## src/rtl/spi_frame_ctrl_if.sv

```systemverilog
// rtl/spi_frame_ctrl_if.sv - register-bus bundle between the SPI frame controller and register sources
interface spi_frame_ctrl_if;
  logic [6:0] reg_addr;
  logic       wr_en;
  logic [7:0] wr_data;
  logic       rd_req;
  logic [7:0] rd_data;
  logic       rd_valid;

  modport master (
    output reg_addr, wr_en, wr_data, rd_req,
    input  rd_data, rd_valid
  );

  modport slave (
    input  reg_addr, wr_en, wr_data, rd_req,
    output rd_data, rd_valid
  );
endinterface

```

## src/rtl/spi_frame_ctrl.sv

```systemverilog
// rtl/spi_frame_ctrl.sv - oversampled SPI mode-0 slave framing a command byte plus data bytes onto the register bus
module spi_frame_ctrl #(
  parameter int         SYNC_STAGES = 2,
  parameter logic [7:0] CMD_STATUS  = 8'h00,
  parameter logic [7:0] RD_FILL     = 8'hFF
) (
  input  logic               clk,
  input  logic               rst,
  input  logic               sclk,
  input  logic               mosi,
  input  logic               ce0,
  output logic               miso,
  output logic               busy,
  output logic               frame_err,
  spi_frame_ctrl_if.master   bus
);

  typedef enum logic [1:0] {IDLE, CMD, WDATA, RDATA} state_t;

  logic [SYNC_STAGES-1:0] sclk_sync_q, mosi_sync_q, ce0_sync_q;
  logic                   sclk_prev_q, ce0_prev_q;
  logic                   sclk_s, mosi_s, ce0_s;
  logic                   sclk_rise, sclk_fall, ce0_rise, ce0_fall;

  state_t     state_q;
  logic [7:0] rx_q, tx_q, rx_d, rd_buf_q, wr_data_q, load_d;
  logic [2:0] bitcnt_q;
  logic [6:0] reg_addr_q;
  logic       wr_en_q, rd_req_q, rd_got_q, miso_q, busy_q, frame_err_q, load_ok;

  // ce0 synchronizer resets to deselected so reset release never looks like a frame start
  always_ff @(posedge clk or posedge rst) begin
    if (rst) begin
      sclk_sync_q <= '0;
      mosi_sync_q <= '0;
      ce0_sync_q  <= '1;
      sclk_prev_q <= 1'b0;
      ce0_prev_q  <= 1'b1;
    end else begin
      sclk_sync_q <= {sclk_sync_q[SYNC_STAGES-2:0], sclk};
      mosi_sync_q <= {mosi_sync_q[SYNC_STAGES-2:0], mosi};
      ce0_sync_q  <= {ce0_sync_q[SYNC_STAGES-2:0], ce0};
      sclk_prev_q <= sclk_s;
      ce0_prev_q  <= ce0_s;
    end
  end

  assign sclk_s    = sclk_sync_q[SYNC_STAGES-1];
  assign mosi_s    = mosi_sync_q[SYNC_STAGES-1];
  assign ce0_s     = ce0_sync_q[SYNC_STAGES-1];
  assign sclk_rise = sclk_s & ~sclk_prev_q;
  assign sclk_fall = ~sclk_s & sclk_prev_q;
  assign ce0_rise  = ce0_s & ~ce0_prev_q;
  assign ce0_fall  = ~ce0_s & ce0_prev_q;

  assign rx_d    = {rx_q[6:0], mosi_s};
  assign load_ok = rd_got_q | bus.rd_valid;
  assign load_d  = bus.rd_valid ? bus.rd_data : (rd_got_q ? rd_buf_q : RD_FILL);

  always_ff @(posedge clk or posedge rst) begin
    if (rst) begin
      state_q     <= IDLE;
      rx_q        <= '0;
      tx_q        <= '0;
      bitcnt_q    <= '0;
      reg_addr_q  <= '0;
      wr_en_q     <= 1'b0;
      wr_data_q   <= '0;
      rd_req_q    <= 1'b0;
      rd_buf_q    <= '0;
      rd_got_q    <= 1'b0;
      miso_q      <= 1'b0;
      busy_q      <= 1'b0;
      frame_err_q <= 1'b0;
    end else begin
      wr_en_q  <= 1'b0;
      rd_req_q <= 1'b0;
      if (bus.rd_valid) begin
        rd_buf_q <= bus.rd_data;
        rd_got_q <= 1'b1;
      end
      if (wr_en_q) reg_addr_q <= reg_addr_q + 7'd1;

      // ce0 release outranks any sclk edge detected in the same cycle
      if (ce0_rise) begin
        state_q  <= IDLE;
        busy_q   <= 1'b0;
        miso_q   <= 1'b0;
        tx_q     <= '0;
        bitcnt_q <= '0;
        if (bitcnt_q != 3'd0) frame_err_q <= 1'b1;
      end else begin
        case (state_q)
          IDLE: begin
            if (ce0_fall) begin
              state_q     <= CMD;
              busy_q      <= 1'b1;
              frame_err_q <= 1'b0;
              bitcnt_q    <= '0;
              tx_q        <= CMD_STATUS;
              miso_q      <= CMD_STATUS[7];
              rd_got_q    <= 1'b0;
            end
          end
          default: begin
            if (sclk_rise) begin
              rx_q     <= rx_d;
              bitcnt_q <= bitcnt_q + 3'd1;
              if (bitcnt_q == 3'd7) begin
                case (state_q)
                  CMD: begin
                    reg_addr_q <= rx_d[6:0];
                    if (rx_d[7]) begin
                      state_q  <= RDATA;
                      rd_req_q <= 1'b1;
                      rd_got_q <= 1'b0;
                    end else begin
                      state_q <= WDATA;
                    end
                  end
                  WDATA: begin
                    wr_en_q   <= 1'b1;
                    wr_data_q <= rx_d;
                  end
                  RDATA: begin
                    rd_req_q <= 1'b1;
                    rd_got_q <= 1'b0;
                  end
                  default: ;
                endcase
              end
            end else if (sclk_fall) begin
              // a fall with bitcnt 0 is the 8th fall of the byte just received
              if (state_q == RDATA && bitcnt_q == 3'd0) begin
                tx_q       <= load_d;
                miso_q     <= load_d[7];
                reg_addr_q <= reg_addr_q + 7'd1;
                if (!load_ok) frame_err_q <= 1'b1;
              end else begin
                tx_q   <= {tx_q[6:0], 1'b0};
                miso_q <= tx_q[6];
              end
            end
          end
        endcase
      end
    end
  end

  assign miso         = miso_q & ~ce0;
  assign busy         = busy_q;
  assign frame_err    = frame_err_q;
  assign bus.reg_addr = reg_addr_q;
  assign bus.wr_en    = wr_en_q;
  assign bus.wr_data  = wr_data_q;
  assign bus.rd_req   = rd_req_q;

endmodule

```

## src/flat_wrapper.sv

```systemverilog
// flat-port wrapper written by rule: the top's interface ports become plain ports
module spi_frame_ctrl_flat 
#(
  parameter int         SYNC_STAGES = 2,
  parameter logic [7:0] CMD_STATUS  = 8'h00,
  parameter logic [7:0] RD_FILL     = 8'hFF
)
  (clk, rst, sclk, mosi, ce0, miso, busy, frame_err, bus_reg_addr, bus_wr_en, bus_wr_data, bus_rd_req, bus_rd_data, bus_rd_valid);
  spi_frame_ctrl_if bus_i ();
  input  logic clk;
  input  logic rst;
  input  logic sclk;
  input  logic mosi;
  input  logic ce0;
  output logic miso;
  output logic busy;
  output logic frame_err;
  output wire logic [$bits(bus_i.reg_addr)-1:0] bus_reg_addr;
  output wire logic [$bits(bus_i.wr_en)-1:0] bus_wr_en;
  output wire logic [$bits(bus_i.wr_data)-1:0] bus_wr_data;
  output wire logic [$bits(bus_i.rd_req)-1:0] bus_rd_req;
  input wire logic [$bits(bus_i.rd_data)-1:0] bus_rd_data;
  input wire logic [$bits(bus_i.rd_valid)-1:0] bus_rd_valid;
  assign bus_reg_addr = bus_i.reg_addr;
  assign bus_wr_en = bus_i.wr_en;
  assign bus_wr_data = bus_i.wr_data;
  assign bus_rd_req = bus_i.rd_req;
  assign bus_i.rd_data = bus_rd_data;
  assign bus_i.rd_valid = bus_rd_valid;
  spi_frame_ctrl #(.SYNC_STAGES(SYNC_STAGES), .CMD_STATUS(CMD_STATUS), .RD_FILL(RD_FILL)) u_core (.clk(clk), .rst(rst), .sclk(sclk), .mosi(mosi), .ce0(ce0), .miso(miso), .busy(busy), .frame_err(frame_err), .bus(bus_i));
endmodule
```

## config.mk

```make
export PLATFORM = sky130hd
export DESIGN_NAME = spi_frame_ctrl_flat
export DESIGN_NICKNAME = d
export VERILOG_FILES = /design/src/rtl/spi_frame_ctrl_if.sv /design/src/rtl/spi_frame_ctrl.sv /design/src/flat_wrapper.sv
export SDC_FILE = /design/constraint.sdc
export NUM_CORES = 1
export LEC_CHECK = 0
export ABC_AREA = 1
export CORE_MARGIN = 4
export CORE_UTILIZATION = 54
export DETAILED_ROUTE_END_ITERATION = 6
export PLACE_DENSITY = 0.83
export SYNTH_ARGS = -nofsm -noshare
export SYNTH_HDL_FRONTEND = slang
export SYNTH_SLANG_ARGS = --single-unit
```

## constraint.sdc

```tcl
create_clock -name clk -period 2.2 [get_ports clk]
set_clock_uncertainty 0.15 [all_clocks]
set_input_delay 0.22 -clock clk [delete_from_list [all_inputs] [get_ports clk]]
set_output_delay 0.22 -clock clk [all_outputs]
set_load 0.005 [all_outputs]
```

Yosys cells after proc, flatten, opt, wreduce, memory -nomap -nowiden
Cells that the tools add are included.

word-level totals
  register bits after elaboration = 56
  bits of input ports = 14
  output and inout bits = 20
  logic and storage cells = 121

cells by class
  add/subtract/negate cells = 2
  equality and inequality tests = 8
  muxes and demuxes = 62
  bitwise gates (word level) = 13
  reduce and logical (&&, ||, !) cells = 18

operator list
  operator                                                               count
  7-bit two-way mux                                                      14
  1-bit two-way mux                                                      34
  3-bit nonzero test                                                     6
  8-bit two-way mux                                                      2
  2-bit two-way mux                                                      6
  3-bit two-way mux                                                      4
  7-bit by 1-bit adder with 7-bit output, second input constant          1
  1-bit inverter                                                         7
  3-bit AND reduction                                                    2
  6-bit AND reduction                                                    1
  1-bit bitwise AND                                                      5
  5-bit AND reduction                                                    1
  2-bit equality test, second input constant                             2
  1-bit one-hot mux with 2 select lines                                  2
  2-bit AND reduction                                                    2
  4-bit AND reduction                                                    1
  2-bit nonzero test                                                     2
  3-bit by 1-bit adder with 3-bit output, second input constant          1
  3-bit equality test, second input constant                             1
  3-bit zero test                                                        1
  3-bit by 1-bit != test with 1-bit output, second input constant        1
  3-bit by 2-bit != test with 1-bit output, second input constant        1
  3-bit != test, second input constant                                   1
  2-bit by 1-bit equality test with 1-bit output, second input constant  1
  other kinds (4)                                                        4

Depth between registers and ports, before layout
  depth in word-level cells = 7
  depth in mapped cells = 13

Worst setup path before layout
OpenSTA, ideal clock, no wires.

  path type = register -> register
  from = register u_core.ce0_prev_q
  to = register u_core.wr_data_q[1], in the netlist u_core.bus.wr_data[1]
  library setup time = 0.119 ns
  data arrival time = 1.530 ns
  data required time = 1.931 ns
  setup slack = 0.401 ns
  cell stages (with the launch flop) = 11
  buffers on the path = 2
  cells stage by stage = dfstp_2 > inv_1 > ha_1 > buf_2 > nor2_2 > inv_2 > nor4_4 > inv_2 > buf_6 > nand2_2 > o21ai_2

between the ends
  word-level cells in the longest chain between the ends = 4

RTL lines
  what                           RTL line               RTL
  start: declaration             spi_frame_ctrl.sv:21   logic sclk_prev_q, ce0_prev_q;
  start signal: assignment       spi_frame_ctrl.sv:44   ce0_prev_q <= ce0_s;
  1-bit inverter                 spi_frame_ctrl.sv:53   assign ce0_rise = ce0_s & ~ce0_prev_q;
  1-bit bitwise AND              spi_frame_ctrl.sv:53
  1-bit inverter (no line)       --
  5-bit AND reduction (no line)  --
  end signal: assignment         spi_frame_ctrl.sv:123  wr_data_q <= rx_d;
  end: declaration               spi_frame_ctrl.sv:26   logic [7:0] rx_q, tx_q, rx_d, rd_buf_q, wr_data_q, load_d;

Every way passes these cells.
A chain may end at the register's enable or synchronous reset.

Worst setup path after layout
  from = register u_core.ce0_prev_q
  to = register u_core.wr_data_q[5], in the netlist u_core.bus.wr_data[5]

Same word-level chain as after synthesis.

==> flow_summary.html <==
<table>
<tr><th>Metric</th><th>Value</th></tr>
<tr><th colspan="2">Timing</th></tr>
<tr><td>Final hold violation count</td><td>0</td></tr>
<tr><td>Max Slew Vio Count</td><td>0</td></tr>
<tr><td>Top achievable clock speed</td><td>523 MHz</td></tr>
<tr><td>Total Negative Setup Slacks</td><td>0 ns</td></tr>
<tr><td>Hold WS</td><td>0.0698 ns</td></tr>
<tr><td>Final setup violating endpoints</td><td>0</td></tr>
<tr><td>Final worst-path cycle share</td><td>0.870</td></tr>
<tr><td>Actual slew at the worst max-slew pin</td><td>between 0.5 and 0.6 ns</td></tr>
<tr><td>Clock period minus final worst setup slack</td><td>between 1.5 and 2 ns</td></tr>
<tr><td>Unrepaired setup endpoints after global routing</td><td>no</td></tr>
<tr><td>Setup WS post-layout</td><td>0.287 ns</td></tr>
<tr><td>Worst slew margin</td><td>0.621</td></tr>
<tr><th colspan="2">Route</th></tr>
<tr><td>Top layer in use</td><td>met4</td></tr>
<tr><td>Remaining routing DRC violations</td><td>0</td></tr>
<tr><td>Remaining antenna violation count after routing</td><td>0</td></tr>
<tr><td>DRT Pass-1 Iters</td><td>5</td></tr>
<tr><td>Routed length on met1</td><td>2670 um</td></tr>
<tr><td>Mean number of vias per cell</td><td>a little over 5</td></tr>
<tr><td>Metal2 WL</td><td>2920 um</td></tr>
<tr><td>Wirelength, routed</td><td>~6000 um</td></tr>
<tr><td>WL/cell</td><td>13.2 um</td></tr>
<tr><td>Vias after detailed routing</td><td>2341</td></tr>
<tr><td>Routed length on met3</td><td>298 um</td></tr>
<tr><td>Number of violations reported at the end of detailed-routing iteration 0</td><td>240</td></tr>
<tr><th colspan="2">Synth</th></tr>
<tr><td>Syn_nets</td><td>363</td></tr>
<tr><td>Synthesized area divided by synthesized cell count</td><td>8.42 um^2</td></tr>
<tr><td>Gate count of the mapped netlist</td><td>between 300 and 400</td></tr>
<tr><td>Seq/Total Area, Yosys</td><td>0.487</td></tr>
<tr><td>Area share of and/or/nand/nor cells after synthesis</td><td>0.242</td></tr>
<tr><td>EDFF count, synth</td><td>0</td></tr>
<tr><td>XOR/XNOR Fraction of Synth Area</td><td>0.00910</td></tr>
<tr><td>Async SR Flop Fraction</td><td>1.00</td></tr>
<tr><td>Distinct cell type count of the synthesized netlist</td><td>36</td></tr>
<tr><td>Largest area contributor in the synthesized netlist</td><td>sky130_fd_sc_hd__dfrtp_1</td></tr>
<tr><td>#FFs+latches synth</td><td>56</td></tr>
<tr><td>Synthesized-area fraction occupied by ao, oa, aoi and oai cells</td><td>0.148</td></tr>
<tr><td>Largest cells by area after synthesis</td><td>sky130_fd_sc_hd__dfrtp_1 (46%), sky130_fd_sc_hd__nand2_1 (12%), sky130_fd_sc_hd__o21ai_1 (6.2%), sky130_fd_sc_hd__inv_1 (4.6%), sky130_fd_sc_hd__nand3_1 (3.8%)</td></tr>
<tr><td>Post-Synth Adder-Cell Area</td><td>0.0260</td></tr>
<tr><td>Total of warnings raised by yosys</td><td>0</td></tr>
<tr><td>Post-synth top flop</td><td>sky130_fd_sc_hd__dfrtp_1</td></tr>
<tr><td>Mux contribution to synthesized area</td><td>0</td></tr>
<tr><td>Dominant combinational cell family by area after synthesis</td><td>simple AND/OR/NAND/NOR gates</td></tr>
<tr><td>Mapped Area</td><td>2890 um^2</td></tr>
<tr><td>Area fraction of the dominant cell type after synthesis</td><td>0.459</td></tr>
<tr><th colspan="2">Min path</th></tr>
<tr><td>Min-delay worst type</td><td>in2async</td></tr>
<tr><th colspan="2">Floorplanning</th></tr>
<tr><td>Area of the core region</td><td>5140 um^2</td></tr>
<tr><td>FP Rows</td><td>26</td></tr>
<tr><td>Die ar.</td><td>approximately 6600 um^2</td></tr>
<tr><td>Height of the die</td><td>approximately 81 um</td></tr>
<tr><td>IO Count</td><td>34</td></tr>
<tr><td>Die Span X</td><td>just over 80 um</td></tr>
<tr><td>Effective utilization at floorplan</td><td>0.562</td></tr>
<tr><th colspan="2">Placed design</th></tr>
<tr><td>Number of placed instances, taps included</td><td>between 400 and 500</td></tr>
<tr><td>Post-Place Setup Slack</td><td>0.310 ns</td></tr>
<tr><td>IO Port Bufs</td><td>33</td></tr>
<tr><td>RePlAce Congestion</td><td>approximately 0.85</td></tr>
<tr><td>Cell Area, Placed</td><td>roughly 3300 um^2</td></tr>
<tr><td>Detailed-placement wirelength estimate</td><td>4410 um</td></tr>
<tr><th colspan="2">Critical path</th></tr>
<tr><td>WS Path Type</td><td>reg2reg</td></tr>
<tr><td>Nature of the critical path endpoint</td><td>flop</td></tr>
<tr><td>Arrival time of the worst setup path</td><td>1.95 ns</td></tr>
<tr><td>Required @ worst endpoint</td><td>between 2 and 2.5 ns</td></tr>
<tr><td>Top fanout value on the critical path</td><td>16</td></tr>
<tr><td>Nature of the critical path startpoint</td><td>flop</td></tr>
<tr><th colspan="2">Global routing</th></tr>
<tr><td>Pin count of the biggest net entering global routing</td><td>22</td></tr>
<tr><td>Antenna violations before repair</td><td>0</td></tr>
<tr><td>Via count of the first global-routing pass</td><td>2313</td></tr>
<tr><td>Grt ovf</td><td>0</td></tr>
<tr><td>First-pass GRT wire length</td><td>10600 um</td></tr>
<tr><td>Tot GR Track Use</td><td>0.205</td></tr>
<tr><th colspan="2">Clock network</th></tr>
<tr><td>Max clock buf depth</td><td>2</td></tr>
<tr><td>Clock tree from TritonCTS</td><td>yes</td></tr>
<tr><td>TritonCTS Sinks</td><td>56</td></tr>
<tr><td>Worst skew pair latency</td><td>0.30 ns</td></tr>
<tr><td>Number of hold-repair buffers added at the cts stage</td><td>0</td></tr>
<tr><td>Clock root cell</td><td>sky130_fd_sc_hd__clkbuf_8</td></tr>
<tr><td>Clock buffer count from CTS</td><td>5</td></tr>
<tr><td>Post-cts resize count</td><td>0</td></tr>
<tr><td>Level count of the clock H-tree</td><td>2</td></tr>
<tr><td>Clock input transition at the sequential cells of the worst setup and hold paths</td><td>~0.090 ns</td></tr>
<tr><td>Post-CTS setup-driven buffer insertion count</td><td>0</td></tr>
<tr><th colspan="2">Finish</th></tr>
<tr><td>Filler Cells Inserted</td><td>436</td></tr>
<tr><td>Area growth, synth to finish</td><td>17.3%</td></tr>
<tr><td>Seq. cell area</td><td>1410 um^2</td></tr>
<tr><td>Total inserted antenna cells</td><td>0</td></tr>
<tr><td>Number of non-filler instances in the completed layout</td><td>451</td></tr>
<tr><td>Fraction of layout cells with a size suffix above 1</td><td>0.150</td></tr>
<tr><td>Final Instance Area</td><td>3390 um^2</td></tr>
<tr><td>Net count, final</td><td>400</td></tr>
<tr><td>Combined area of the multi-input logic cells</td><td>roughly 1200 um^2</td></tr>
<tr><th colspan="2">Power and ir drop</th></tr>
<tr><td>Leak Pwr</td><td>~1.6 nW</td></tr>
<tr><td>Pwr dens</td><td>just under 1000 nW/um^2</td></tr>
<tr><td>Max VDD drop</td><td>about 510 uV</td></tr>
<tr><th colspan="2">Run</th></tr>
<tr><td>Max Cap Violations</td><td>0</td></tr>
<tr><th colspan="2">Status</th></tr>
<tr><td>Result of the run</td><td>complete, no violations</td></tr>
</table>
==> through the flow <==
step	util	total power, W
after floorplan	-	0.00222
after global placement	0.638	0.00257
after detailed placement	0.638	0.00262
after CTS	0.659	0.00328
after global routing	0.659	0.00353
final	0.659	0.00326
==> layout by cell type (no fill, tap or decap), types with 2 or more instances in the layout <==
| cell type | synthesis | final |
|---|---|---|
| sky130_fd_sc_hd__buf_4 | 1 | 5 |
| sky130_fd_sc_hd__nand2_2 | 5 | 5 |
| sky130_fd_sc_hd__nor2_4 | 2 | 2 |
| sky130_fd_sc_hd__o21bai_1 | 2 | 2 |
| sky130_fd_sc_hd__nor2_2 | 2 | 2 |
| sky130_fd_sc_hd__inv_1 | 35 | 34 |
| sky130_fd_sc_hd__dfrtp_1 | 53 | 53 |
| sky130_fd_sc_hd__nand2_1 | 94 | 94 |
| sky130_fd_sc_hd__nor2_1 | 12 | 12 |
| sky130_fd_sc_hd__o21ai_1 | 36 | 36 |
| sky130_fd_sc_hd__xnor2_1 | 2 | 2 |
| sky130_fd_sc_hd__o211ai_1 | 2 | 2 |
| sky130_fd_sc_hd__nand3_1 | 22 | 22 |
| sky130_fd_sc_hd__o21ai_2 | 12 | 12 |
| sky130_fd_sc_hd__a21oi_1 | 7 | 7 |
| sky130_fd_sc_hd__dfstp_2 | 3 | 3 |
| sky130_fd_sc_hd__clkbuf_1 | 0 | 2 |
| sky130_fd_sc_hd__clkdlybuf4s50_1 | 0 | 33 |
| sky130_fd_sc_hd__nor3_1 | 2 | 2 |
| sky130_fd_sc_hd__inv_2 | 11 | 12 |
| sky130_fd_sc_hd__nand2_4 | 2 | 2 |
| sky130_fd_sc_hd__ha_1 | 6 | 6 |
| sky130_fd_sc_hd__nand4_1 | 6 | 6 |
| sky130_fd_sc_hd__clkbuf_8 | 0 | 5 |
| sky130_fd_sc_hd__o21ai_0 | 7 | 7 |
==> state kept, by name, summed over array words and instances (netlist names) <==
| name | count |
|---|---|
| u_core.miso_q | 1 |
| u_core.busy | 1 |
| u_core.frame_err | 1 |
| u_core.ce0_prev_q | 1 |
| u_core.bus.wr_en | 1 |
| u_core.bus.reg_addr | 7 |
| u_core.bus.rd_req | 1 |
| u_core.bitcnt_q | 3 |
| u_core.rd_got_q | 1 |
| u_core.ce0_sync_q | 2 |
| u_core.state_q | 2 |
| u_core.rx_q | 7 |
| u_core.bus.wr_data | 8 |
| u_core.tx_q | 7 |
| u_core.mosi_sync_q | 2 |
| u_core.rd_buf_q | 8 |
| u_core.sclk_prev_q | 1 |
| u_core.sclk_sync_q | 2 |
==> per-layer routing <==
metal,vias up,track usage
met2,72,0.337
met5,-,0
li1,1184,-
met4,0,0.0642
met1,1077,0.276
met3,8,0.0366
==> synthesized netlist by cell type (all sizes together) (3+ instances only) <==
library cell  count
nand2           101
o21ai            55
dfrtp            53
inv              48
nand3            22
nor2             17
buf               8
a21oi             7
ha                6
nand4             6
dfstp             3
o211ai            3
==> power breakdown <==
| group | internal (W) | switching (W) |
|---|---|---|
| Clock | 0.000341 | 0.000306 |
| Sequential | 0.00123 | 0.000204 |
| Combinational | 0.000484 | 0.000700 |
==> critical path, cell delays in order (launching register included) <==
cell and delay (ns):
sky130_fd_sc_hd__dfstp_2 0.54, sky130_fd_sc_hd__inv_1 0.04, sky130_fd_sc_hd__ha_1 0.29, sky130_fd_sc_hd__nor2_2 0.15, sky130_fd_sc_hd__inv_2 0.07, sky130_fd_sc_hd__nor4_4 0.17, sky130_fd_sc_hd__inv_2 0.21, sky130_fd_sc_hd__nand2_1 0.13
sky130_fd_sc_hd__o21ai_2 0.05
==> cells by family (layout without fill, tap and decap cells) <==
family	count (synthesis)	count (layout)
simple gates	151	151
compound gates	70	70
buf+inv	57	95
flops	56	56
fa+ha+maj	6	6
xor+xnor	3	3
==> area by class of cell <==
| class | count | area share |
|---|---|---|
| Clock inverter | 1 | 0.00887 |
| Sequential cell | 56 | 0.415 |
| Timing Repair Buffer | 38 | 0.109 |
| Multi-Input combinational cell | 230 | 0.362 |
| Clock buffer | 7 | 0.0225 |
| Inverter | 49 | 0.0569 |
| Tap cell | 70 | 0.0259 |
==> worst paths after layout <==
path / from / to / slack [ns] / cells after the start
worst max register to register: u_core.ce0_prev_q$_DFF_PP1_ / u_core.bus.wr_data[5]$_DFFE_PP0P_ / 0.29 / 8
min in group clk: sclk / u_core.sclk_sync_q[0]$_DFF_PP0_ / 0.20 / 1
worst min register to register: u_core.mosi_sync_q[0]$_DFF_PP0_ / u_core.mosi_sync_q[1]$_DFF_PP0_ / 0.21 / 0
worst min-delay path: rst / u_core.bus.wr_en$_DFF_PP0_ / 0.07 / 2
worst max-delay path: u_core.ce0_prev_q$_DFF_PP1_ / u_core.bus.wr_data[5]$_DFFE_PP0P_ / 0.29 / 8
max in group asynchronous: rst / u_core.ce0_sync_q[0]$_DFF_PP1_ / 1.24 / 3
Note: power is estimated with default switching activity, not from simulation.
==> variant (same settings) <==
Add an input register stage for `mosi` and `ce0`, with the module's reset; this delays them by one clock. The other inputs are not delayed to match. Comments in the files are not updated.
--- a/src/rtl/spi_frame_ctrl.sv
+++ b/src/rtl/spi_frame_ctrl.sv
@@ -18,2 +18,15 @@
   typedef enum logic [1:0] {IDLE, CMD, WDATA, RDATA} state_t;
+
+  logic mosi_q;
+  logic ce0_q;
+
+  always_ff @(posedge clk or posedge rst) begin
+    if (rst) begin
+      mosi_q <= '0;
+      ce0_q  <= '0;
+    end else begin
+      mosi_q <= mosi;
+      ce0_q  <= ce0;
+    end
+  end
 
@@ -40,4 +53,4 @@
       sclk_sync_q <= {sclk_sync_q[SYNC_STAGES-2:0], sclk};
-      mosi_sync_q <= {mosi_sync_q[SYNC_STAGES-2:0], mosi};
-      ce0_sync_q  <= {ce0_sync_q[SYNC_STAGES-2:0], ce0};
+      mosi_sync_q <= {mosi_sync_q[SYNC_STAGES-2:0], mosi_q};
+      ce0_sync_q  <= {ce0_sync_q[SYNC_STAGES-2:0], ce0_q};
       sclk_prev_q <= sclk_s;
@@ -149,3 +162,3 @@
 
-  assign miso         = miso_q & ~ce0;
+  assign miso         = miso_q & ~ce0_q;
   assign busy         = busy_q;
Behaviour: not the same (a bounded check fails within 4 cycles, from zero or initial values and one cycle with rst high).
==> variant against the unedited design <==
- wire length increased by 0.37%
- power increased by 9.2%
- non-clock buffer count increased by 3
- synthesized cell count decreased by 2.6%
- sequential share of layout area increased by 1.2 points
- worst setup slack got worse by 0.11 ns
- hold slack improved by 0.040 ns
- synthesized area decreased by 3.7%
- maximum frequency decreased by 5.3%
- final area increased by 0.74%
- sequential cell count increased by 2
- critical endpoint is now u_core.state_q[0]
==> variant: results (changes against the unedited design) <==
worstPathMaxFanout: 9  # -7
irDropWorstVdd_uv: 610  # +19%
htreeDepth: 3  # +1
r2r_cells: 11  # +3
status: "finished, final reports clean"
dpl.cell_count: 436  # -1.6%
drive_above_1_share: 0.103  # -0.0462
worstPathArrival_ns: 2.08  # +0.13 ns
power_frac_comb: 0.352  # -0.011
use_met2: 0.291  # -0.0453
path_clk_slew_ns: 0.07  # -0.02 ns
synth.top_cells.by_area: "dfrtp_1 50%, nand2_1 9.3%, o21ai_0 7.0%"
routabilityCongestion: 0.896  # +5.3%
dpl_cell_area_um2: 3230  # -1.5%
syn-num-nets: 354  # -2.5%
grt_pass1_wl_um: 10100  # -4.0%
grt_pass1_vias: 2229  # -3.6%
drtIter0Drc: 259  # +7.9%
dp_hpwl_um: 4240  # -3.7%
dr.pass1.iters: 5  # unchanged
cpPeakStageDelay_ns: 0.46  # -0.08 ns
max_freq_mhz: 495  # -5.3%
gr-usage-met3: 0.0418  # +0.00518
grt_usage: 0.208  # +0.00310
crit_end: "u_core.state_q[0]"
clock_latency_ns: 0.34  # +0.04 ns
routed_wl_um: 5990  # +0.37%
final_nets: 402  # +0.50%
slowest_stage: "dfrtp_1"
wl_met2_um: 2600  # -11%
power.switching_mw: 1.32  # +9.1%
leakage_nw: 1.66  # +2.9%
power.density_nw_per_um2: 1040  # +8.4%
ys_seq_area_frac: 0.524  # +0.0369
synth_cell_types: 28  # -22%
r2r_start: "u_core.state_q[0]"
use_met1: 0.302  # +0.0255
m1WireLength_um: 2940  # +10%
critical-path-top-delay-family: "simple AND/OR/NAND/NOR gates"
synth.avg_cell_area_um2: 8.32  # -1.1%
post-place-ws_ns: 0.132  # -0.178 ns
cts_buffers: 9  # +4
hold_slack_ns: 0.110  # +0.0400 ns
yosys-top-cells-count: "69 x nand2_1, 55 x dfrtp_1, 47 x inv_1, 39 x o21ai_0, 37 x nor2_1"
coreArea_um2: 4850  # -5.7%
r2r_slack_ns: 0.18  # -0.11 ns
dr_wl_met3_um: 317  # +6.4%
seq_power_mw: 1.48  # +3%
grt_max_degree: 59  # +170%
worstMarginPinSlew_ns: 0.456  # -0.111 ns
-- variant: worst reg2reg max path, cell delays in order, from the launching register on --
cell and delay [ns]:
dfrtp_1 0.46, nor2_1 0.36, nor2_4 0.10, buf_4 0.18, nand2_1 0.14, nand2_1 0.09, inv_1 0.11, o21ai_2 0.07
inv_1 0.05, nand2_1 0.05, nand2_1 0.06, o21ai_0 0.07
-- variant: cells by family after synthesis --
family                   share of synthesized area
adder cells (fa/ha/maj)                     0.0270
XOR/XNOR                                    0.0126
multiplexers                               0.00405
buffers and inverters                       0.0743
AO/OA/AOI/OAI                                0.136
flip-flops                                   0.524
AND/OR/NAND/NOR                              0.222
-- variant: layout make-up --
cell class / instances / area [um^2]
Sequential cell: 58 / 1460
Fill cell: 391 / 1440
Multi-Input combinational cell: 224 / 1130
Timing Repair Buffer: 41 / 403
Inverter: 48 / 180
Clock buffer: 13 / 149
Tap cell: 67 / 83.8
Clock inverter: 3 / 15.0
